==> src/rtl/fan_mode_scheduler_pkg.sv <==
// rtl/fan_mode_scheduler_pkg.sv - shared fan mode encodings, enable constants and timer helpers
package fan_mode_scheduler_pkg;

  typedef enum logic [1:0] {
    MODE_DEFAULT = 2'd0,
    MODE_NATURAL = 2'd1,
    MODE_SLEEP   = 2'd2
  } fan_mode_e;

  localparam logic [2:0] EN_DEFAULT = 3'b001;
  localparam logic [2:0] EN_NATURAL = 3'b010;
  localparam logic [2:0] EN_SLEEP   = 3'b100;

  localparam int TMR_STEP_DEFAULT = 3600;
  localparam int REMAIN_W         = 14;

  typedef logic [REMAIN_W-1:0] remain_t;

  function automatic fan_mode_e next_mode(input fan_mode_e m);
    case (m)
      MODE_DEFAULT: return MODE_NATURAL;
      MODE_NATURAL: return MODE_SLEEP;
      default:      return MODE_DEFAULT;
    endcase
  endfunction

  function automatic logic [2:0] mode_enable(input fan_mode_e m);
    case (m)
      MODE_NATURAL: return EN_NATURAL;
      MODE_SLEEP:   return EN_SLEEP;
      default:      return EN_DEFAULT;
    endcase
  endfunction

  // Preset 3 at the default step is 10800 s, which fits the 14-bit countdown.
  function automatic remain_t preset_secs(input logic [1:0] sel, input int step);
    return REMAIN_W'(int'(sel) * step);
  endfunction

endpackage

==> src/rtl/fan_mode_scheduler_tick_gen.sv <==
// rtl/fan_mode_scheduler_tick_gen.sv - free-running prescaler emitting a 1-cycle tick every DIV clocks
module tick_gen #(
  parameter int DIV = 10
) (
  input  logic clk,
  input  logic reset_n,
  input  logic clear_i,
  output logic tick_o
);
  localparam int            CW   = (DIV > 1) ? $clog2(DIV) : 1;
  localparam logic [CW-1:0] LAST = CW'(DIV - 1);

  logic [CW-1:0] cnt_q, cnt_d;

  // A clear restarts the count and swallows a tick landing on the same cycle.
  always_comb begin
    tick_o = (cnt_q == LAST) && !clear_i;
    cnt_d  = cnt_q + 1'b1;
    if (clear_i || (cnt_q == LAST)) cnt_d = '0;
  end

  always_ff @(posedge clk or negedge reset_n) begin
    if (!reset_n) cnt_q <= '0;
    else          cnt_q <= cnt_d;
  end
endmodule

==> src/rtl/fan_mode_scheduler.sv <==
// rtl/fan_mode_scheduler.sv - fan mode selector, duty ramp and auto-off timer with halt
module fan_mode_scheduler
  import fan_mode_scheduler_pkg::*;
#(
  parameter int CLK_HZ   = 100_000_000,
  parameter int SEC_DIV  = CLK_HZ,
  parameter int RAMP_DIV = 100_000,
  parameter int TMR_STEP = TMR_STEP_DEFAULT
) (
  input  logic          clk,
  input  logic          reset_n,
  input  logic          btn_mode,
  input  logic          btn_timer,
  input  logic [7:0]    duty_default,
  input  logic [7:0]    duty_natural,
  input  logic [7:0]    duty_sleep,
  output logic [2:0]    enable,
  output logic [1:0]    mode,
  output logic [7:0]    duty_out,
  output logic [1:0]    timer_sel,
  output logic [13:0]   remain_s,
  output logic          expired,
  output logic          halted
);
  fan_mode_e  mode_q, mode_d;
  logic [2:0] enable_q, enable_d;
  logic [7:0] duty_q, duty_d, target;
  logic [1:0] tsel_q, tsel_d;
  remain_t    remain_q, remain_d;
  logic       expired_q, expired_d;
  logic       halted_q, halted_d;
  logic       sec_tick, ramp_tick;
  logic       mode_adv, timer_adv, clear_press;

  tick_gen #(.DIV(SEC_DIV)) u_sec_tick (
    .clk     (clk),
    .reset_n (reset_n),
    .clear_i (timer_adv),
    .tick_o  (sec_tick)
  );

  tick_gen #(.DIV(RAMP_DIV)) u_ramp_tick (
    .clk     (clk),
    .reset_n (reset_n),
    .clear_i (1'b0),
    .tick_o  (ramp_tick)
  );

  // A press while halted only releases the halt; it never advances anything.
  always_comb begin
    clear_press = halted_q && (btn_mode || btn_timer);
    mode_adv    = !halted_q && btn_mode;
    timer_adv   = !halted_q && btn_timer;
  end

  always_ff @(posedge clk or negedge reset_n) begin
    if (!reset_n) begin
      mode_q    <= MODE_DEFAULT;
      enable_q  <= EN_DEFAULT;
      duty_q    <= '0;
      tsel_q    <= '0;
      remain_q  <= '0;
      expired_q <= 1'b0;
      halted_q  <= 1'b0;
    end else begin
      mode_q    <= mode_d;
      enable_q  <= enable_d;
      duty_q    <= duty_d;
      tsel_q    <= tsel_d;
      remain_q  <= remain_d;
      expired_q <= expired_d;
      halted_q  <= halted_d;
    end
  end

  always_comb begin
    mode_d = mode_q;
    if (mode_adv) mode_d = next_mode(mode_q);
    enable_d = mode_enable(mode_d);
  end

  // Reload beats the final decrement, so a press on that cycle suppresses expiry.
  always_comb begin
    tsel_d    = tsel_q;
    remain_d  = remain_q;
    expired_d = 1'b0;
    halted_d  = halted_q;
    if (clear_press) halted_d = 1'b0;
    if (timer_adv) begin
      tsel_d   = tsel_q + 2'd1;
      remain_d = preset_secs(tsel_d, TMR_STEP);
    end else if (sec_tick && (tsel_q != 2'd0) && (remain_q != '0)) begin
      remain_d = remain_q - 1'b1;
      if (remain_q == remain_t'(1)) begin
        expired_d = 1'b1;
        halted_d  = 1'b1;
        tsel_d    = 2'd0;
      end
    end
  end

  always_comb begin
    case (mode_q)
      MODE_NATURAL: target = duty_natural;
      MODE_SLEEP:   target = duty_sleep;
      default:      target = duty_default;
    endcase
    if (halted_q) target = 8'd0;
    duty_d = duty_q;
    if (ramp_tick) begin
      if (duty_q < target)      duty_d = duty_q + 8'd1;
      else if (duty_q > target) duty_d = duty_q - 8'd1;
    end
  end

  always_comb begin
    mode      = mode_q;
    enable    = enable_q;
    duty_out  = duty_q;
    timer_sel = tsel_q;
    remain_s  = remain_q;
    expired   = expired_q;
    halted    = halted_q;
  end
endmodule

==> config.mk <==
export PLATFORM = sky130hd
export DESIGN_NAME = fan_mode_scheduler
export DESIGN_NICKNAME = d
export VERILOG_FILES = /design/src/rtl/fan_mode_scheduler_pkg.sv /design/src/rtl/fan_mode_scheduler_tick_gen.sv /design/src/rtl/fan_mode_scheduler.sv
export SDC_FILE = /design/constraint.sdc
export NUM_CORES = 1
export LEC_CHECK = 0
export CAP_MARGIN = 10
export CORE_AREA = 2 2 120 122
export DETAILED_ROUTE_END_ITERATION = 12
export DIE_AREA = 0 0 122 124
export HOLD_SLACK_MARGIN = 0.1
export PLACE_DENSITY = 0.58
export SYNTH_ARGS = -nofsm -noshare
export SYNTH_HDL_FRONTEND = slang
export SYNTH_SLANG_ARGS = --single-unit
export TNS_END_PERCENT = 30
==> constraint.sdc <==
create_clock -name clk -period 3.8 [get_ports clk]
set_input_delay 0.38 -clock clk [delete_from_list [all_inputs] [get_ports clk]]
set_output_delay 0.38 -clock clk [all_outputs]
set_load 0.02 [all_outputs]
---- Word level (Yosys, flattened, before mapping) ----
Index checks and enable logic that the tools add are counted.
operators by class
  add/sub/neg operators ................... 6
  multipliers ............................. 1
  order comparisons ....................... 2
  eq/ne operators ......................... 7
  multiplexer cells ....................... 21
  reductions and logical operators ........ 18
operators by type and width
  cell                                                                     number
  14-bit 2-to-1 mux                                                        2
  27-bit by 1-bit adder with 27-bit output (second input constant)         1
  27-bit equality test (second input constant)                             1
  27-bit 2-to-1 mux                                                        1
  8-bit 2-to-1 mux                                                         3
  17-bit by 1-bit adder with 17-bit output (second input constant)         1
  17-bit equality test (second input constant)                             1
  17-bit 2-to-1 mux                                                        1
  8-bit one-hot mux with 2 select lines                                    1
  14-bit by 1-bit equality test with 1-bit output (second input constant)  1
  14-bit nonzero test                                                      1
  14-bit by 1-bit subtractor with 14-bit output (second input constant)    1
  2-bit by 8-bit multiplier with 10-bit output (second input constant)     1
  8-bit by 1-bit adder with 8-bit output (second input constant)           1
  8-bit greater-than comparator                                            1
  8-bit less-than comparator                                               1
  2-bit 2-to-1 mux                                                         4
  2-bit nonzero test                                                       4
  8-bit by 1-bit subtractor with 8-bit output (second input constant)      1
  1-bit 2-to-1 mux                                                         7
  1-bit logical AND                                                        6
  3-bit one-hot mux with 2 select lines                                    1
  2-bit by 1-bit equality test with 1-bit output (second input constant)   2
  2-bit equality test (second input constant)                              2
  other kinds (6)                                                          9
word-level totals
  bits in registers ....................... 75
  input bits .............................. 28
  output and inout port bits .............. 31
  logic and storage cells ................. 64

---- Longest topological paths before layout ----
Gate-level depths: netlist (run 1).
  depth after elaboration ................. 8
  depth in mapped cells ................... 18
  gate-level depth less buffers ........... 16

---- Hierarchy ----
From an unflattened synthesis (run 1), not the netlist that was laid out.
unflattened totals
  cell total of the unflattened synthesis .. 485
  area, all modules ....................... 4555.6 um^2
modules (own cells, without submodules)
  module                  instances  cells each  area an instance (um^2)
  fan_mode_scheduler      1          225         2157.1
  tick_gen (u_sec_tick)   1          173         1550.2
  tick_gen (u_ramp_tick)  1          87          848.3

---- Worst setup path after synthesis (run 1) ----
Ideal clock, no wire load.
  kind .................................... register to register
  start point ............................. reg mode_q[0] (netlist: mode[0])
  end point ............................... reg duty_q[6] (netlist: duty_out[6])
  library setup time ...................... 125 ps
  arrival time ............................ 4131 ps
  required time ........................... 3675 ps
  slack ................................... -456 ps
  stages on the path, launching flop included .. 18
  clock period less this slack ............ 4256 ps
  cell sequence ........................... dfrtp_1 inv_1 ha_1 clkbuf_1 clkbuf_1 nor2_1 a211o_1 ha_1 a21o_1 a221o_1 or2_2 fa_1 a21o_1 a21oi_1 o21bai_1 a21oi_1 xnor2_1 mux2_2
on the way
  word-level cells in the longest chain between the ends .. 6
  elaborated cells between the ends (all ways) .. 9
  those cells by class .................... 2 x order compare; 2 x eq/ne; 3 x mux; 2 x reduce/logical
RTL lines
  what                                                                                   RTL line                                              text
  start: declaration                                                                     fan_mode_scheduler.sv:25                              fan_mode_e mode_q, mode_d;
  start signal: assignment                                                               fan_mode_scheduler.sv:66                              mode_q <= mode_d;
  2-bit equality test or 2-bit by 1-bit equality test with 1-bit output (tied branches)  fan_mode_scheduler.sv:103                             case (mode_q)
  8-bit one-hot mux with 2 select lines *                                                fan_mode_scheduler.sv:103
  8-bit 2-to-1 mux *                                                                     fan_mode_scheduler.sv:108                             if (halted_q) target = 8'd0;
  8-bit less-than comparator or 8-bit greater-than comparator (tied branches)            fan_mode_scheduler.sv:111, fan_mode_scheduler.sv:112
  2-bit nonzero test (no line)                                                           -
  2-bit AND reduction (no line)                                                          -
  end signal: assignment                                                                 fan_mode_scheduler.sv:68                              duty_q <= duty_d;
  end: declaration                                                                       fan_mode_scheduler.sv:27                              logic [7:0] duty_q, duty_d, target;
Mark *: on every way between the ends. The rest lies on a longest branch, timed or not.
A chain may end at the register's enable or synchronous reset.

---- Final worst setup path (run 1) ----
  start point ............................. reg mode_q[0] (netlist: mode[0])
  end point ............................... reg duty_q[7] (netlist: duty_out[7])
Same word-level chain as after synthesis.

==> run metrics, run 1 <==
WL final 9.212 mm; post-DP HPWL about 6.4 mm; vias per inst a little under 5; sequential element share of the synthesized area between 40 and 50%; Max-cap violations 0; Final Net Count around 550; routability cong. between 0.7 and 0.8; Mapped Area approximately 4200 µm²; clock root buffer clkbuf_16; CP Class reg -> reg; Vias 3,356; period utilization approximately 99%; Synth Area per Inst 9.730 µm²; io pins 59; initial antenna violation count 0; First-pass DRT Iterations 5; Pwr Density roughly 450 nW/µm²; H-tree depth 3; RSZ-0062 raised after global routing yes; CTS Hold Bufs 0; largest family of logic cells by synthesized area simple AND/OR/NAND/NOR gates; Die Y 124 µm; DIE AREA 15,130 µm²; Worst R2R Start mode[0]; CP startpoint mode[0]; number of remaining DRC errors 0; final non-filler cell total 683; post-synthesis register bit count 75; maximum vdd drop 0.2711 mV; Post-Syn Nets between 400 and 500; worst path arrival time 3.94 ns; crit path capture type register; Worst Max-Slew Pin Slew slightly below 1 ns; Worst-path clk slew 0.06 ns; CP Launch Type register; starting density of the core a little under a third; Num CTS Buffers 9; Worst path slowest cell o41a_1; worst hold path class in -> async; YS warnings 0; Layout Skew 0.007102 ns; most common cell after layout, fill and taps aside dfrtp_1; Routed Antenna Nets 0; CTS Buffer Depth 2; first-pass GRT wire length 15.37 mm; worst-skew pair later-pin latency about 0.34 ns; Max Slew Vio Count 0; number of synthesized flops with an enable pin 0; final total power 2459 µW; WP data required 3.98 ns; Ant. Diodes 0; # port buffers 58; xor and xnor area share after synthesis 10.16%; final instance area 5404 µm²; post-layout minimum cycle time around 3.8 ns; Synth Area in Simple Gates a little over a fifth; vias in the first global route 3,267; Max Clock Freq around 270 MHz; commonest cells after routing, fill and taps aside 72 x dfrtp_1, 61 x nor2_1, 57 x clkdlybuf4s50_1; status complete, no violations; Slew HR between 30% and 40%; adder-cell share of the synthesized area 8.474%; layout cells sized above 1 10.93%; final setup violation count 0; die width around 120 µm; Leak 0.002359 µW; gr usage total 12.62%; Layout area overhead 27.97%; CP peak stage delay 0.43 ns; WL per Instance between 10 and 15 µm; synth unique cells 48; Row Count 43; Worst Path Max Fanout 12; Mapped Cells 434; CTS Sinks 75; CTS tree built; placed insts 665; largest net degree at the start of global routing 76; crit path cell chain inv_4 > ha_4 > buf_4 > a211o_1 > ha_1 > nor2b_1 > o211ai_1 > a21oi_2 > or2_4 > ha_1 > a21oi_2 > o211ai_1 > o41a_1 > nor4_1 > a31o_2 > a211oi_1; Area after DPL 5045 µm²; DR iter-0 viols roughly 240; dominant synthesized flop cell dfrtp_1; Compound-Gate Fraction of Synth Area a little over a tenth; mux contribution to synthesized area 1.600%; core box area 13,720 µm²; FFs w/ async S/R, synth between 90% and 100%; fill count 1,334; GR Overflow Total 0; Final Hold Fails 0
[what timing repair did]
action	4_1_cts	5_1_grt
buffers inserted	0	2
endpoints found under the setup margin	2	2
pin swaps	1	7
resized for setup	9	5
[path summary, 6_finish.rpt]
kind                       depth (start not counted)  slack, ns             endpoint
max in group asynchronous                          1       2.93              mode[0]
setup reg to reg                                  16       0.04          duty_out[7]
hold reg to reg                                    1       0.48  u_sec_tick.cnt_q[0]
min in group clk                                   1       0.48  u_sec_tick.cnt_q[0]
hold / removal                                     1       0.20  u_sec_tick.cnt_q[4]
setup / recovery                                  16       0.04          duty_out[7]
[sequential cells by signal, indices dropped and copies added, names as in the netlist]
signal	flops
u_sec_tick.cnt_q	27
duty_out	8
enable	3
remain_s	14
mode	2
halted	1
expired	1
timer_sel	2
u_ramp_tick.cnt_q	17
[synth_stat cells, types with 2 or more instances]
library cell | number | area (µm²)
or2_2 | 3 | 18.77
buf_1 | 2 | 7.510
dfrtp_1 | 74 | 1852
nor4b_1 | 2 | 17.52
a211o_1 | 7 | 61.31
nor2_1 | 61 | 229.0
clkbuf_1 | 11 | 41.29
or3_1 | 5 | 31.28
xnor2_1 | 17 | 148.9
and4_1 | 5 | 43.79
a22oi_1 | 8 | 60.06
or4_1 | 6 | 45.04
o21bai_1 | 2 | 15.01
nand3_1 | 24 | 120.1
o211ai_1 | 6 | 45.04
o31ai_1 | 8 | 60.06
nor4_1 | 3 | 18.77
a211oi_1 | 2 | 15.01
mux2_2 | 6 | 67.56
nand4_1 | 10 | 62.56
xor2_1 | 32 | 280.3
inv_1 | 16 | 60.06
a31oi_1 | 5 | 31.28
nand2_1 | 29 | 108.9
o21ai_0 | 6 | 30.03
a21o_1 | 3 | 22.52
buf_2 | 3 | 15.01
and3_1 | 13 | 81.33
nor3_1 | 8 | 40.04
a21oi_1 | 10 | 50.05
ha_1 | 27 | 337.8
nor2b_1 | 4 | 25.02
[per-stage QoR]
| step | utilization [%] | hold slack [ns] | worst slack (ns) | TNS, ns |
|---|---|---|---|---|
| 2_1_floorplan | - | 0.08441 | 0.009862 | 0 |
| 3_3_place_gp | 36.77 | 0.4700 | 0.03314 | 0 |
| 3_5_place_dp | 36.77 | 0.4752 | -0.07446 | -0.1184 |
| 4_1_cts | 39.10 | 0.2477 | 0.05230 | 0 |
| 5_1_grt | 39.39 | 0.2969 | -0.1136 | -0.1136 |
| 6_report | 39.39 | 0.1998 | 0.04417 | 0 |
[cell type report]
| class | instances | area [µm²] | area share (%) |
|---|---|---|---|
| multi-input combinational | 327 | 2291 | 42.39 |
| sequential | 75 | 1881 | 34.80 |
| timing repair buffer | 69 | 664.4 | 12.29 |
| clock buffer | 9 | 225.2 | 4.168 |
| tap | 180 | 225.2 | 4.168 |
| inverter | 16 | 65.06 | 1.204 |
| clock inverter | 7 | 52.55 | 0.9724 |
[power breakdown]
group,internal [µW],total (µW),leakage (µW),switching (µW)
clock network,446,802,0.000130,355
registers,854,905,0.000998,50.7
logic,378,752,0.00123,374
total,1680,2460,0.00236,779
[critical path: cells and delay by family (launching register included)]
family          cells  cell delay [ns]
simple gates        3             0.63
flops               1             0.42
fa+ha+maj           3             0.82
compound gates      8             1.52
buf+inv             2             0.23
[routing by layer]
metal  vias to the layer above  track usage (%)  wire, µm
met5                         -                0         0
met4                         0            3.807       107
met3                         8            3.205       481
met2                        67            20.74      4181
met1                      1619            16.41      4442
li1                       1662                -         -
[logic make-up after synthesis]
group,count (synthesis)
flip-flops,75
AND/OR/NAND/NOR,179
XOR/XNOR,49
AO/OA/AOI/OAI,65
multiplexers,6
adder cells (fa/ha/maj),28
buffers and inverters,32
Note: power is estimated with default switching activity, not from simulation.
==> run 2, diff against run 1 <==
Settings changed: CORE_AREA 2 2 120 122 to 2 2 95 97, CTS_BUF_LIST set to sky130_fd_sc_hd__clkbuf_4 sky130_fd_sc_hd__clkbuf_8 sky130_fd_sc_hd__clkbuf_16, DIE_AREA 0 0 122 124 to 0 0 97 99, PLACE_DENSITY 0.58 to 0.82.
==> run metrics, run 2 (synthesized netlist as in run 1, its figures left out) <==
status complete, but fails checks; failing checks setup timing; period utilization 101.3% (+2.4 points); Ant. Diodes 0 (unchanged); Worst path slowest cell dfrtp_2; # port buffers 58 (unchanged); setup TNS -0.04862 ns (-0.04862 ns); Top reg by flops u_sec_tick.cnt_q; Final Worst Setup Slack -0.04862 ns (-0.09279 ns); maximum vdd drop 0.2083 mV (-23%); DR iter-0 viols 114 (-52%); WL per Instance 15.75 µm (+17%); core box area 8551 µm² (-38%); R2R setup slack -0.05 ns (-0.09 ns); CTS Buffer Depth 2 (unchanged); DIE AREA 9603 µm² (-37%); Critical R2R Capture duty_out[7]; number of remaining DRC errors 0 (unchanged); worst-skew pair later-pin latency 0.35 ns (about the same); starting density of the core 49.39% (+19 points); crit path cell chain inv_4 > ha_4 > nor2_2 > a211o_1 > ha_1 > a21o_1 > a221o_1 > or2_4 > ha_4 > nand3_2 > o211ai_1 > o41a_1 > inv_2 > a31o_2 > a211oi_2; RSZ-0062 raised after global routing yes; Leak 0.002336 µW (-0.97%); CP peak stage delay 0.40 ns (-0.03 ns); Worst R2R Start mode[1]; gr usage total 19.84% (+7.2 points); fill count 637 (-52%); First-pass DRT Iterations 4 (-1); WL final 9.705 mm (+5.4%); CTS tree built; Final Net Count 559 (+0.90%); crit path capture type register; Pwr Density 423.6 nW/µm² (-6.9%); CTS Sinks 75 (unchanged); CP Class reg -> reg; Largest register FFs 27 (unchanged); Max-cap violations 0 (unchanged); worst hold path class in -> async; vias in the first global route 3,459 (+5.9%); Max Clock Freq 259.8 MHz (-2.4%); Num CTS Buffers 9 (unchanged); routability cong. 0.8605 (+8.9%); final instance area 5370 µm² (-0.63%); Worst Max-Slew Pin Slew 0.8069 ns (-0.1539 ns); Max Slew Vio Count 0 (unchanged); Worst-path clk slew 0.10 ns (+0.04 ns); Final Hold Fails 0 (unchanged); clock root buffer clkbuf_8; post-DP HPWL 6.431 mm (about the same); die width 97 µm (-20%); Slew HR 46.21% (+10 points); commonest cells after routing, fill and taps aside 72 x dfrtp_1, 60 x nor2_1, 57 x clkdlybuf4s50_1; H-tree depth 3 (unchanged); CTS Hold Bufs 0 (unchanged); Worst Path Max Fanout 10 (-2); WP data required 4.06 ns (+0.08 ns); first-pass GRT wire length 16.05 mm (+4.4%); crit-path most repeated cell ha_4; layout cells sized above 1 14.57% (+3.6 points); Layout Skew 0.01501 ns (+0.007908 ns); worst path arrival time 4.11 ns (+0.17 ns); Row Count 34 (-21%); io pins 59 (unchanged); post-layout minimum cycle time 3.849 ns (+0.09279 ns); vias per inst 5.657 (+15%); GR Overflow Total 0 (unchanged); Die Y 99 µm (-20%); most common cell after layout, fill and taps aside dfrtp_1; CP Launch Type register; Routed Antenna Nets 0 (unchanged); largest net degree at the start of global routing 41 (-46%); Vias 3,485 (+3.8%); worst reg2reg path depth 15 (-1); Area after DPL 4930 µm² (-2.3%); Layout area overhead 27.17%; final setup violation count 1 (+1); initial antenna violation count 0 (unchanged)
-- run 2: changes by cell type in the layout (fill, tap and decap cells not counted), sizes merged --
| cell | change |
|---|---|
| clkinvlp | -2 |
| inv | +2 |
| buf | +5 |
-- run 2: power breakdown --
group	switching, µW	internal (µW)	leakage (µW)
Clock	323	248	0.0000925
Sequential	51.2	853	0.000998
Combinational	400	400	0.00125
-- run 2: worst max-delay path by stage --
| stage | start | endpoint | slack, ns | cells after the start |
|---|---|---|---|---|
| 3_3_place_gp | mode[0] | duty_out[7] | 0.04 | 15 |
| 6_report | mode[1] | duty_out[7] | -0.05 | 15 |
| 4_1_cts | mode[1] | duty_out[7] | 0.01 | 15 |
| 3_5_place_dp | mode[1] | duty_out[7] | -0.17 | 15 |
| 5_1_grt | mode[0] | duty_out[7] | -0.27 | 16 |
| 2_1_floorplan | mode[0] | duty_out[7] | 0.01 | 17 |
-- run 2: repair_timing --
action | 4_1_cts | 5_1_grt
resized for setup | 10 | 21
setup buffers | 6 | 4
pin swaps | 4 | 14
endpoints found under the setup margin | 2 | 2
-- run 2: worst max-delay path, delay by kind of cell (launching register included) --
| family | cells | cell delay, ns |
|---|---|---|
| buffers and inverters | 2 | 0.13 |
| and+or+nand+nor | 3 | 0.45 |
| DFF | 1 | 0.40 |
| AOI/OAI and AO/OA | 7 | 1.85 |
| adders and majority gates | 3 | 0.94 |
-- run 2: area by class of cell --
type                    count  area, µm²  area share [%]
well taps                 108      135.1           2.516
multi-input cells         327       2407           44.83
clock buffers               9      123.9           2.307
inverters                  16      65.06           1.212
clock inverters             7      58.81           1.095
repair buffers             74      699.4           13.02
flip-flops and latches     75       1881           35.02
-- run 2: stage by stage --
step	power [µW]	cells	hold slack [ns]	utilization, %	setup WS [ns]
after global routing	2405	616	0.1614	62.80	-0.2651
final	2275	616	0.1040	62.80	-0.04862
after CTS	2229	612	0.1293	60.86	0.01392
after global placement	1563	590	0.4729	57.65	0.04123
after detailed placement	1589	590	0.4808	57.65	-0.1718
after floorplan	1363	434	0.08441	-	0.009862
-- run 2: metal layers --
metal / GRT usage, % / routed length (µm) / up-vias / part of all wire (%)
met3: 3.617 / 364 / 19 / 3.8
met1: 26.06 / 4294 / 1704 / 44
li1: - / - / 1678 / -
met5: 0 / 0 / - / 0
met4: 7.692 / 214 / 0 / 2.2
met2: 32.91 / 4831 / 84 / 50
==> run 3, diff against run 2 <==
Settings changed: CELL_PAD_IN_SITES_DETAIL_PLACEMENT set to 1, CELL_PAD_IN_SITES_GLOBAL_PLACEMENT set to 1, CORE_AREA 2 2 95 97 to 2 2 109 111, DIE_AREA 0 0 97 99 to 0 0 111 113, PLACE_DENSITY 0.82 to 0.8.
==> run metrics, run 3 (synthesized netlist as in run 1, its figures left out) <==
switching part of the total power 30.94% (-3.1 points); Die Y 113 µm (+14%); Clock power frac 33.8% (+8.7 points); Gate power share 33.3% (-1.9 points); CP Class reg -> reg; starting density of the core 37.46% (-12 points); # port buffers 58 (unchanged); Num CTS Buffers 9 (unchanged); failing checks setup timing; worst-skew pair later-pin latency 0.34 ns (about the same); vias per inst 5.419 (-4.2%); Final Net Count 569 (+1.8%); Layout area overhead 33.54%; number of remaining DRC errors 0 (unchanged); worst path arrival time 4.18 ns (+0.07 ns); R2R setup slack -0.13 ns (-0.08 ns); hold path depth 1; Worst Path Max Fanout 6 (-4); most common cell after layout, fill and taps aside dfrtp_1; CTS Sinks 75 (unchanged); status complete, but fails checks; routability cong. 0.8364 (-2.8%); Final Worst Setup Slack -0.1288 ns (-0.08018 ns); pre-CTS setup slack -0.1525 ns (+0.01939 ns); period utilization 103.4% (+2.1 points); commonest cells after routing, fill and taps aside 72 x dfrtp_1, 61 x nor2_1, 57 x clkdlybuf4s50_1; die width 111 µm (+14%); Row Count 39 (+15%); CTS Buffer Depth 2 (unchanged); Worst-path clk slew 0.06 ns (-0.04 ns); worst hold path class reg -> reg; vias in the first global route 3,898 (+13%); Critical R2R Capture duty_out[7]; Core Util, Final 50.03% (-13 points); DIE AREA 12,540 µm² (+31%); clock root buffer clkbuf_16; io pins 59 (unchanged); layout cells sized above 1 16.02% (+1.5 points); First-pass DRT Iterations 4 (unchanged); H-tree depth 3 (unchanged); Max Clock Freq 254.5 MHz (-2.0%); DR iter-0 viols 141 (+24%); gr usage total 18.72% (-1.1 points); Reg power frac 32.8% (-6.9 points); WP data required 4.05 ns (about the same); Worst R2R Start mode[0]; Leak 0.002453 µW (+5.0%); GR Overflow Total 0 (unchanged); Max Slew Vio Count 0 (unchanged); post-DP HPWL 7.772 mm (+21%); Switch Pwr 854.5 µW (+10%); fill count 1,252 (+97%); Largest register FFs 27 (unchanged); crit path capture type register; WL final 12.09 mm (+25%); core box area 11,270 µm² (+32%); Ant. Diodes 0 (unchanged); hold path startpoint u_sec_tick.cnt_q[0]; WL per Instance 18.29 µm (+16%); initial antenna violation count 0 (unchanged); Pwr Density 489.7 nW/µm² (+16%); RSZ-0062 raised after global routing yes; first-pass GRT wire length 19.20 mm (+20%); Slew HR 47.20% (+0.99 points); Worst Max-Slew Pin Slew 0.7868 ns (-0.02009 ns); CTS tree built; Max-cap violations 0 (unchanged); CP Launch Type register; Int Power 1907 µW (+27%); Routed Antenna Nets 0 (unchanged); final setup violation count 3 (+2); Top reg by flops u_sec_tick.cnt_q; Layout Skew 0.008732 ns (-0.006277 ns); Worst Hold End u_sec_tick.cnt_q[0]; maximum vdd drop 0.2835 mV (+36%); Final Hold Fails 0 (unchanged); Vias 3,582 (+2.8%); worst reg2reg path depth 16 (+1); post-layout minimum cycle time 3.929 ns (+0.08018 ns); largest net degree at the start of global routing 56 (+37%)
-- run 3: cell count changes in the layout (fill, tap and decap cells not counted), moves of 3 or more --
| cell | previous run | this run |
|---|---|---|
| buf_4 | 15 | 24 |
| inv_6 | 3 | 0 |
| clkbuf_8 | 9 | 1 |
| clkbuf_16 | 0 | 9 |
-- run 3: layer usage --
metal	global-route usage, %	wire length (µm)	share of wire (%)
met1	22.20	5116	42
met2	34.81	6426	53
met3	3.160	321	2.7
met4	5.667	227	1.9
met5	0	0	0
-- run 3: worst max path at each step --
stage / start / to / slack, ns / cells after the start
detailed placement: duty_sleep[7] / duty_out[7] / -0.15 / 14
floorplan: mode[0] / duty_out[7] / 0.01 / 17
global placement: duty_natural[6] / duty_out[7] / 0.05 / 14
finish: mode[0] / duty_out[7] / -0.13 / 16
CTS: mode[0] / duty_out[7] / 0.0007 / 15
global route: mode[0] / duty_out[7] / -0.27 / 16
-- run 3: power by group through the flow --
stage,logic (µW),clock network (µW),registers [µW]
after global routing,995,998,914
final,921,934,907
after CTS,785,953,905
after floorplan,395,0,968
after global placement,677,0,912
after detailed placement,712,0,918
-- run 3: layout make-up --
class                           count  area [µm²]  area share (%)
Multi-Input combinational cell    327        2410           42.73
Clock inverter                      6       88.84           1.575
Clock buffer                       10       239.0           4.238
Tap cell                          143       178.9           3.173
Inverter                           16       65.06           1.154
Sequential cell                    75        1881           33.35
Timing Repair Buffer               84       777.0           13.78
-- run 3: repair_timing --
item,CTS,global route
hold buffers,1,0
buffers inserted,9,8
hold endpoints to repair,19,0
pin swaps,10,17
cloned,0,0
resized for setup,17,15
setup endpoints to repair,2,4
-- run 3: stage by stage --
step	power (µW)	hold slack (ns)	std cells	TNS (ns)	area [µm²]
floorplan	1363	0.08441	434	0	4258
global placement	1589	0.3572	627	0	4989
detailed placement	1630	0.3687	627	-0.2002	4989
CTS	2643	0.4945	653	0	5502
global route	2907	0.5101	661	-0.7554	5639
finish	2761	0.4919	661	-0.2458	5639
-- run 3: worst max-delay path, cell delays in order, from the launching register on --
cell and delay, ns:
dfrtp_2 0.43, inv_4 0.10, ha_4 0.23, buf_6 0.13, a211o_1 0.35, ha_4 0.26, nor2b_4 0.12, o211ai_1 0.26
a21oi_2 0.12, or2_4 0.34, ha_4 0.26, a21oi_4 0.15, o211ai_1 0.15, o41a_1 0.41, o211ai_1 0.17, o31ai_2 0.13
a211oi_2 0.21
